File: src/rtl/hack_ctrl_pkg.sv
//------------------------------------------------------------------------------
// Module      : hack_ctrl_pkg
// Description : Shared state encoding and command bytes for the Hack run
//               controller.
// Revision    : 1.0 - initial release
//------------------------------------------------------------------------------
`timescale 1ns/1ps
`default_nettype none

package hack_ctrl_pkg;

    typedef enum logic [3:0] {
        IDLE   = 4'd0,
        CNT_HI = 4'd1,
        CNT_LO = 4'd2,
        DAT_HI = 4'd3,
        DAT_LO = 4'd4,
        BP_HI  = 4'd5,
        BP_LO  = 4'd6,
        RUN    = 4'd7,
        HALT   = 4'd8,
        STEP   = 4'd9
    } state_t;

    localparam logic [7:0] c_CMD_LOAD  = 8'h4C;
    localparam logic [7:0] c_CMD_BP    = 8'h42;
    localparam logic [7:0] c_CMD_RUN   = 8'h52;
    localparam logic [7:0] c_CMD_STEP  = 8'h53;
    localparam logic [7:0] c_CMD_HALT  = 8'h48;
    localparam logic [7:0] c_CMD_CLRBP = 8'h43;

endpackage

`default_nettype wire

File: src/rtl/byte_timeout.sv
//------------------------------------------------------------------------------
// Module      : byte_timeout
// Description : Saturating idle counter; expired flags TIMEOUT idle cycles.
// Revision    : 1.0 - initial release
//------------------------------------------------------------------------------
`timescale 1ns/1ps
`default_nettype none

module byte_timeout #(
    parameter int TIMEOUT = 100000
) (
    input  logic clk,
    input  logic reset,
    input  logic clear,
    input  logic enable,
    output logic expired
);

    localparam int              c_CW    = $clog2(TIMEOUT + 1);
    localparam logic [c_CW-1:0] c_LIMIT = c_CW'(TIMEOUT);

    logic [c_CW-1:0] r_count;

    // Held at zero while disabled so every multi-byte phase starts fresh.
    always_ff @(posedge clk) begin
        if (reset || clear || !enable) begin
            r_count <= '0;
        end else if (r_count != c_LIMIT) begin
            r_count <= r_count + c_CW'(1);
        end
    end

    assign expired = enable && (r_count == c_LIMIT);

endmodule

`default_nettype wire

File: src/rtl/hack_run_ctrl.sv
//------------------------------------------------------------------------------
// Module      : hack_run_ctrl
// Description : Byte-command controller that loads the Hack instruction ROM
//               and runs, halts, steps and breakpoints the CPU.
// Revision    : 1.0 - initial release
//------------------------------------------------------------------------------
`timescale 1ns/1ps
`default_nettype none

module hack_run_ctrl #(
    parameter int ROM_AW  = 15,
    parameter int TIMEOUT = 100000
) (
    input  logic              clk,
    input  logic              reset,
    input  logic              rx_valid,
    input  logic [7:0]        rx_data,
    input  logic [15:0]       cpu_pc,
    output logic              cpu_reset,
    output logic              cpu_ce,
    output logic              rom_we,
    output logic [ROM_AW-1:0] rom_addr,
    output logic [15:0]       rom_wdata,
    output logic              loaded,
    output logic              running,
    output logic              halted,
    output logic              load_err,
    output logic              bp_hit
);

    import hack_ctrl_pkg::*;

    state_t              r_state, w_nextState;
    logic [7:0]          r_hiByte;
    logic [15:0]         r_wordCnt, r_wordIdx, r_bpAddr;
    logic                r_bpEn, r_bpFromHalt, r_resume;
    logic                r_loaded, r_loadErr, r_romWe, r_bpHit;
    logic [ROM_AW-1:0]   r_romAddr;
    logic [15:0]         r_romWdata;

    logic w_inLoad, w_inBp, w_expired, w_timeoutAbort, w_bpMatch, w_lastWord, w_inRange;

    assign w_inLoad       = (r_state == CNT_HI) || (r_state == CNT_LO) ||
                            (r_state == DAT_HI) || (r_state == DAT_LO);
    assign w_inBp         = (r_state == BP_HI) || (r_state == BP_LO);
    assign w_timeoutAbort = w_expired && !rx_valid;
    // The first RUN cycle after a resume skips the compare so the CPU steps off the breakpoint.
    assign w_bpMatch      = (r_state == RUN) && r_bpEn && !r_resume && (cpu_pc == r_bpAddr);
    assign w_lastWord     = (r_wordIdx == r_wordCnt - 16'd1);
    assign w_inRange      = ((r_wordIdx >> ROM_AW) == 16'd0);

    byte_timeout #(.TIMEOUT(TIMEOUT)) u_timeout (
        .clk     (clk),
        .reset   (reset),
        .clear   (rx_valid),
        .enable  (w_inLoad || w_inBp),
        .expired (w_expired)
    );

    always_ff @(posedge clk) begin
        if (reset) begin
            r_state <= IDLE;
        end else begin
            r_state <= w_nextState;
        end
    end

    always_comb begin
        w_nextState = r_state;
        case (r_state)
            IDLE, HALT: begin
                if (rx_valid) begin
                    case (rx_data)
                        c_CMD_LOAD: w_nextState = CNT_HI;
                        c_CMD_BP:   w_nextState = BP_HI;
                        c_CMD_RUN:  w_nextState = RUN;
                        c_CMD_STEP: w_nextState = STEP;
                        default:    w_nextState = r_state;
                    endcase
                end
            end
            CNT_HI: if (rx_valid) w_nextState = CNT_LO;
            CNT_LO: if (rx_valid) w_nextState = ({r_hiByte, rx_data} == 16'd0) ? IDLE : DAT_HI;
            DAT_HI: if (rx_valid) w_nextState = DAT_LO;
            DAT_LO: if (rx_valid) w_nextState = w_lastWord ? IDLE : DAT_HI;
            BP_HI:  if (rx_valid) w_nextState = BP_LO;
            BP_LO:  if (rx_valid) w_nextState = r_bpFromHalt ? HALT : IDLE;
            RUN: begin
                if (w_bpMatch || (rx_valid && rx_data == c_CMD_HALT)) w_nextState = HALT;
            end
            STEP:    w_nextState = HALT;
            default: w_nextState = IDLE;
        endcase
        if (w_timeoutAbort) w_nextState = IDLE;
    end

    always_comb begin
        cpu_reset = 1'b0;
        cpu_ce    = 1'b0;
        case (r_state)
            IDLE, CNT_HI, CNT_LO, DAT_HI, DAT_LO: cpu_reset = 1'b1;
            BP_HI, BP_LO:                         cpu_reset = !r_bpFromHalt;
            RUN:                                  cpu_ce    = !w_bpMatch;
            STEP:                                 cpu_ce    = 1'b1;
            default:                              cpu_reset = 1'b0;
        endcase
    end

    always_ff @(posedge clk) begin
        if (reset) begin
            r_hiByte     <= 8'd0;
            r_wordCnt    <= 16'd0;
            r_wordIdx    <= 16'd0;
            r_bpAddr     <= 16'd0;
            r_bpEn       <= 1'b0;
            r_bpFromHalt <= 1'b0;
            r_resume     <= 1'b0;
            r_loaded     <= 1'b0;
            r_loadErr    <= 1'b0;
            r_romWe      <= 1'b0;
            r_romAddr    <= '0;
            r_romWdata   <= 16'd0;
            r_bpHit      <= 1'b0;
        end else begin
            r_romWe  <= 1'b0;
            r_bpHit  <= 1'b0;
            r_resume <= 1'b0;
            case (r_state)
                IDLE, HALT: begin
                    if (rx_valid) begin
                        case (rx_data)
                            c_CMD_LOAD: begin
                                r_loaded  <= 1'b0;
                                r_loadErr <= 1'b0;
                            end
                            c_CMD_BP:    r_bpFromHalt <= (r_state == HALT);
                            c_CMD_RUN:   r_resume     <= (r_state == HALT);
                            c_CMD_CLRBP: r_bpEn       <= 1'b0;
                            default:     r_bpEn       <= r_bpEn;
                        endcase
                    end
                end
                CNT_HI, DAT_HI, BP_HI: if (rx_valid) r_hiByte <= rx_data;
                CNT_LO: begin
                    if (rx_valid) begin
                        r_wordCnt <= {r_hiByte, rx_data};
                        r_wordIdx <= 16'd0;
                        if ({r_hiByte, rx_data} == 16'd0) r_loaded <= 1'b1;
                    end
                end
                DAT_LO: begin
                    if (rx_valid) begin
                        // Words past the end of the ROM are consumed silently.
                        if (w_inRange) begin
                            r_romWe    <= 1'b1;
                            r_romAddr  <= r_wordIdx[ROM_AW-1:0];
                            r_romWdata <= {r_hiByte, rx_data};
                        end
                        r_wordIdx <= r_wordIdx + 16'd1;
                        if (w_lastWord) r_loaded <= 1'b1;
                    end
                end
                BP_LO: begin
                    if (rx_valid) begin
                        r_bpAddr <= {r_hiByte, rx_data};
                        r_bpEn   <= 1'b1;
                    end
                end
                RUN:     if (w_bpMatch) r_bpHit <= 1'b1;
                default: r_bpHit <= 1'b0;
            endcase
            if (w_timeoutAbort) begin
                r_loadErr <= 1'b1;
                if (w_inLoad) r_loaded <= 1'b0;
            end
        end
    end

    assign rom_we    = r_romWe;
    assign rom_addr  = r_romAddr;
    assign rom_wdata = r_romWdata;
    assign loaded    = r_loaded;
    assign load_err  = r_loadErr;
    assign bp_hit    = r_bpHit;
    assign running   = (r_state == RUN);
    assign halted    = (r_state == HALT);

endmodule

`default_nettype wire

File: config.mk
export PLATFORM = sky130hd
export DESIGN_NAME = hack_run_ctrl
export DESIGN_NICKNAME = d
export VERILOG_FILES = /design/src/rtl/hack_ctrl_pkg.sv /design/src/rtl/byte_timeout.sv /design/src/rtl/hack_run_ctrl.sv
export SDC_FILE = /design/constraint.sdc
export NUM_CORES = 1
export LEC_CHECK = 0
export CORE_ASPECT_RATIO = 2
export CORE_MARGIN = 10
export CORE_UTILIZATION = 51
export DETAILED_ROUTE_END_ITERATION = 10
export MAX_ROUTING_LAYER = met4
export PLACE_DENSITY = 0.76
export SYNTH_ARGS = -nofsm -noshare
export SYNTH_HDL_FRONTEND = slang
export SYNTH_HIERARCHICAL = 1
export SYNTH_SLANG_ARGS = --single-unit
File: constraint.sdc
create_clock -name clk -period 2.4 [get_ports clk]
set_input_delay 0.48 -clock clk [delete_from_list [all_inputs] [get_ports clk]]
set_output_delay 0.48 -clock clk [all_outputs]
set_load 0.1 [all_outputs]
==> reports/metrics.cfg <==
[synth]
synth.cell_area_um2 = 5698
synth_top_cell_by_area = dfxtp_1
async_reset_ff_frac = 0
synth_nets = 742
synth_top_flop_cell = dfxtp_1
synth_edf_count = 0
synthDistinctLibCells = 64
synth_top_area_share = 0.4040
yosys.area_share.simple = 0.3125
muxShareOfSynthArea = 0.03052
synth-compound-area-share = 0.1274
yosysSeqAreaShare = 0.4040
synth_warnings = 6
synth_fa_ha_area_frac = 0.01054
synth_xor_xnor_area_share = 0.07071
synth.area.top_cells = dfxtp_1 (40%), nand2_1 (9.8%), a21oi_1 (7.4%), xnor2_1 (5.1%), nor2_1 (3.7%)
avgSynthCellArea_um2 = 8.014
synth_top_family_by_area = simple AND/OR/NAND/NOR gates
ys_seq_elements = 115
netlist_instances = 711

[critical_path]
critPathCaptureType = flip-flop
path_class = flip-flop to flip-flop
cp_cell_sequence = or4_4 > nor2_2 > o211ai_1 > a221o_1 > or4_4 > buf_6 > o2111ai_4 > o211ai_1
arrival_ns = 2.86
cp_num_buf_inv = 1
worstSetupStartpointType = flip-flop
crit_slowest_cell = or4_4
crit_family = simple AND/OR/NAND/NOR gates
cpPeakStageDelay_ns = 0.56
crit_fanout = 4
worstPathRequired_ns = 2.67

[grt]
grt.busiest_layer = met2
overflow = 0
grt.met3_usage = 0.03810
gr-usage-met2 = 0.3842
grt_max_degree = 75
grt_use_met1 = 0.2180
antenna_found_initial = 1
grt_pass1_wl_um = 27370
grt_use_total = 0.2179
grt_pass1_vias = 5693

[sta]
fmax_ghz = 0.3860
maxSlewHeadroom = 0.4921
fin_ws_ns = -0.1907
slew_viol_final = 0
finalCriticalPeriod_ns = 2.591
worstMarginPinSlew_ns = 0.7619
finalHoldViolCount = 0
setup_violations = 4
rsz0062_at_grt = yes
clock_skew_ns = 0.006046
finalCritPeriodShare = 1.079

[cts]
cts_tree = built
cts_sinks = 115
clk_path_buf_depth = 2
insertion_delay_ns = 0.42
cts-hold-fix-buffers = 0
cts_root_buf = clkbuf_16
cts.clk_slew.worst_paths_ns = 0.05
cts.htree.levels = 4
numCtsBuffers = 17

[power]
pwr-share-clk = 0.553
p_seq_frac = 0.406
switching_share = 0.2122
pwr-share-comb = 0.041
internal_power_w = 0.003710
irDropWorstVdd_mv = 0.5820
p_per_area_nw_per_um2 = 609.7
p_switching_w = 0.0009989
leakage_nw = 2.947

[route]
wl_per_cell_um = 17.70
post-route-drc-count = 0
drt_first_pass_iters = 5
vias = 5635
routed_wl_um = 17380
drt_iter0_markers = 342
via_per_inst = 5.738
ant_nets = 0

[final_layout]
stdcell_count = 982
final_cell_area_um2 = 7722
final.fill_count = 855
finish.net_count = 861
syn2layout_area_growth_pct = 35.53
layout-drive-gt1-share = 0.2533

[floorplan]
dieHeight_um = 169.5
die_area_um2 = 16060
rows = 54
core_area_um2 = 10950
io_pins = 66
chipWidth_um = 94.74
floorplan.initialDensity = 0.5206

[placed_design]
hpwl_um = 12100
dpl-instance-area_um2 = 6860
place.gp.congestion = 0.9408
portBuffers = 65
dp_cells = 947

[run_status]
status = complete, but fails checks
violations = setup timing

[flow_run]
cap_violations = 0

[worst_hold_path]
hp-class = input pin to flip-flop

==> power groups by stage <==
stage / sequential, W / combinational, W / clock (W)
6_report: 0.00191 / 0.000191 / 0.00260
5_1_grt: 0.00191 / 0.000203 / 0.00270
4_1_cts: 0.00192 / 0.000180 / 0.00263
3_5_place_dp: 0.00196 / 0.000175 / 0
3_3_place_gp: 0.00196 / 0.000173 / 0
2_1_floorplan: 0.00196 / 0.0000777 / 0
==> registers in the layout, indices dropped and copies added (netlist names), 4 cells and up <==
register / cells
r_state: 4
u_timeout/r_count: 17
r_wordIdx: 16
rom_addr: 15
rom_wdata: 16
r_bpAddr: 16
r_wordCnt: 16
r_hiByte: 8
==> through the flow <==
stage | total power [W] | hold WS (ns) | TNS (ns) | util | setup WS (ns)
final | 0.004708 | 0.4388 | -0.5263 | 0.7055 | -0.1907
after global routing | 0.004814 | 0.4697 | -0.8594 | 0.7055 | -0.2443
after CTS | 0.004724 | 0.4169 | -0.2634 | 0.6891 | -0.1082
after detailed placement | 0.002132 | 0.4474 | -2.890 | 0.6268 | -0.5039
after global placement | 0.002129 | 0.4429 | -2.152 | 0.6268 | -0.4472
after floorplan | 0.002033 | 0.4478 | 0 | - | 0.004459
==> cells in the final DEF, fill, tap and decap left out, types with 5 or more instances in the layout <==
cell / synthesis / final
nand2_1: 149 / 148
dfxtp_1: 115 / 109
buf_4: 0 / 108
a21oi_1: 84 / 82
nor2_1: 56 / 51
nand3_1: 24 / 23
xnor2_1: 33 / 21
clkbuf_16: 0 / 17
nand4_1: 16 / 16
mux2i_1: 14 / 14
nor3_1: 15 / 13
clkdlybuf4s50_1: 0 / 13
xor2_1: 13 / 12
xnor2_2: 0 / 12
o21ai_0: 12 / 11
inv_1: 10 / 10
or3_1: 9 / 8
nor2b_1: 9 / 8
nand2b_1: 7 / 7
nor4_1: 8 / 7
o211ai_1: 7 / 7
dlymetal6s2s_1: 0 / 7
and3_1: 6 / 6
nor4_4: 2 / 6
buf_12: 0 / 6
nor2_2: 0 / 5
nand4b_1: 5 / 5
dlygate4sd2_1: 0 / 5
==> cells in the mapped netlist, types with 4 or more instances <==
library cell / n
or3_1: 9
and3_1: 6
xor2_1: 13
nor3_1: 15
o21ai_0: 12
dfxtp_1: 115
nor2_1: 56
clkbuf_1: 35
nor2b_1: 9
nor4bb_1: 4
ha_1: 4
mux2i_1: 14
nand3_1: 24
xnor2_1: 33
o211ai_1: 7
nor4_1: 8
a21oi_1: 84
nand4b_1: 5
nand2_1: 149
inv_1: 10
nand2b_1: 7
nand4_1: 16
or2_2: 4
and2_1: 4
a211oi_1: 4
nor4b_1: 4
==> per-layer routing <==
layer  routed length [um]  vias to the layer above
li1                     -                     2696
met1                 6357                     2688
met2                 9619                      193
met3                  718                       58
met4                  682                        0
met5                    0                        -
==> tightest hold or removal path, delay by kind of cell <==
kind,cells,cell delay [ns]
compound gates,1,0.04
buf+inv,1,0.12
simple gates,1,0.16
==> cell families after synthesis <==
group           count (synthesis)
fa+ha+maj                       5
buf+inv                        53
xor+xnor                       46
mux                            17
simple gates                  349
flops                         115
compound gates                126
==> final cells by class <==
cell class / instances / area [um^2] / share of cell area
multi-input cells: 543 / 3363 / 0.4355
repair buffers: 143 / 1231 / 0.1594
clock inverters: 11 / 162.7 / 0.02106
clock buffers: 19 / 432.9 / 0.05606
well taps: 140 / 175.2 / 0.02268
diodes: 1 / 2.502 / 0.0003240
inverters: 10 / 37.54 / 0.004861
flip-flops and latches: 115 / 2317 / 0.3001
==> worst paths after layout <==
| check | slack [ns] | cells past startpoint | end | startpoint |
|---|---|---|---|---|
| min | 0.44 | 3 | r_state[2] | reset |
| min reg2reg | 0.45 | 2 | rom_addr[10] | rom_addr[10] |
| max | -0.19 | 8 | r_state[0] | r_wordCnt[4] |
| max reg2reg | -0.19 | 8 | r_state[0] | r_wordCnt[4] |
==> repair_timing <==
action	in CTS	in global routing
gates resized for setup	21	34
pin swaps	6	17
endpoints found under the setup margin	5	7
setup buffers	1	3
(Power assumes the default switching activity.)
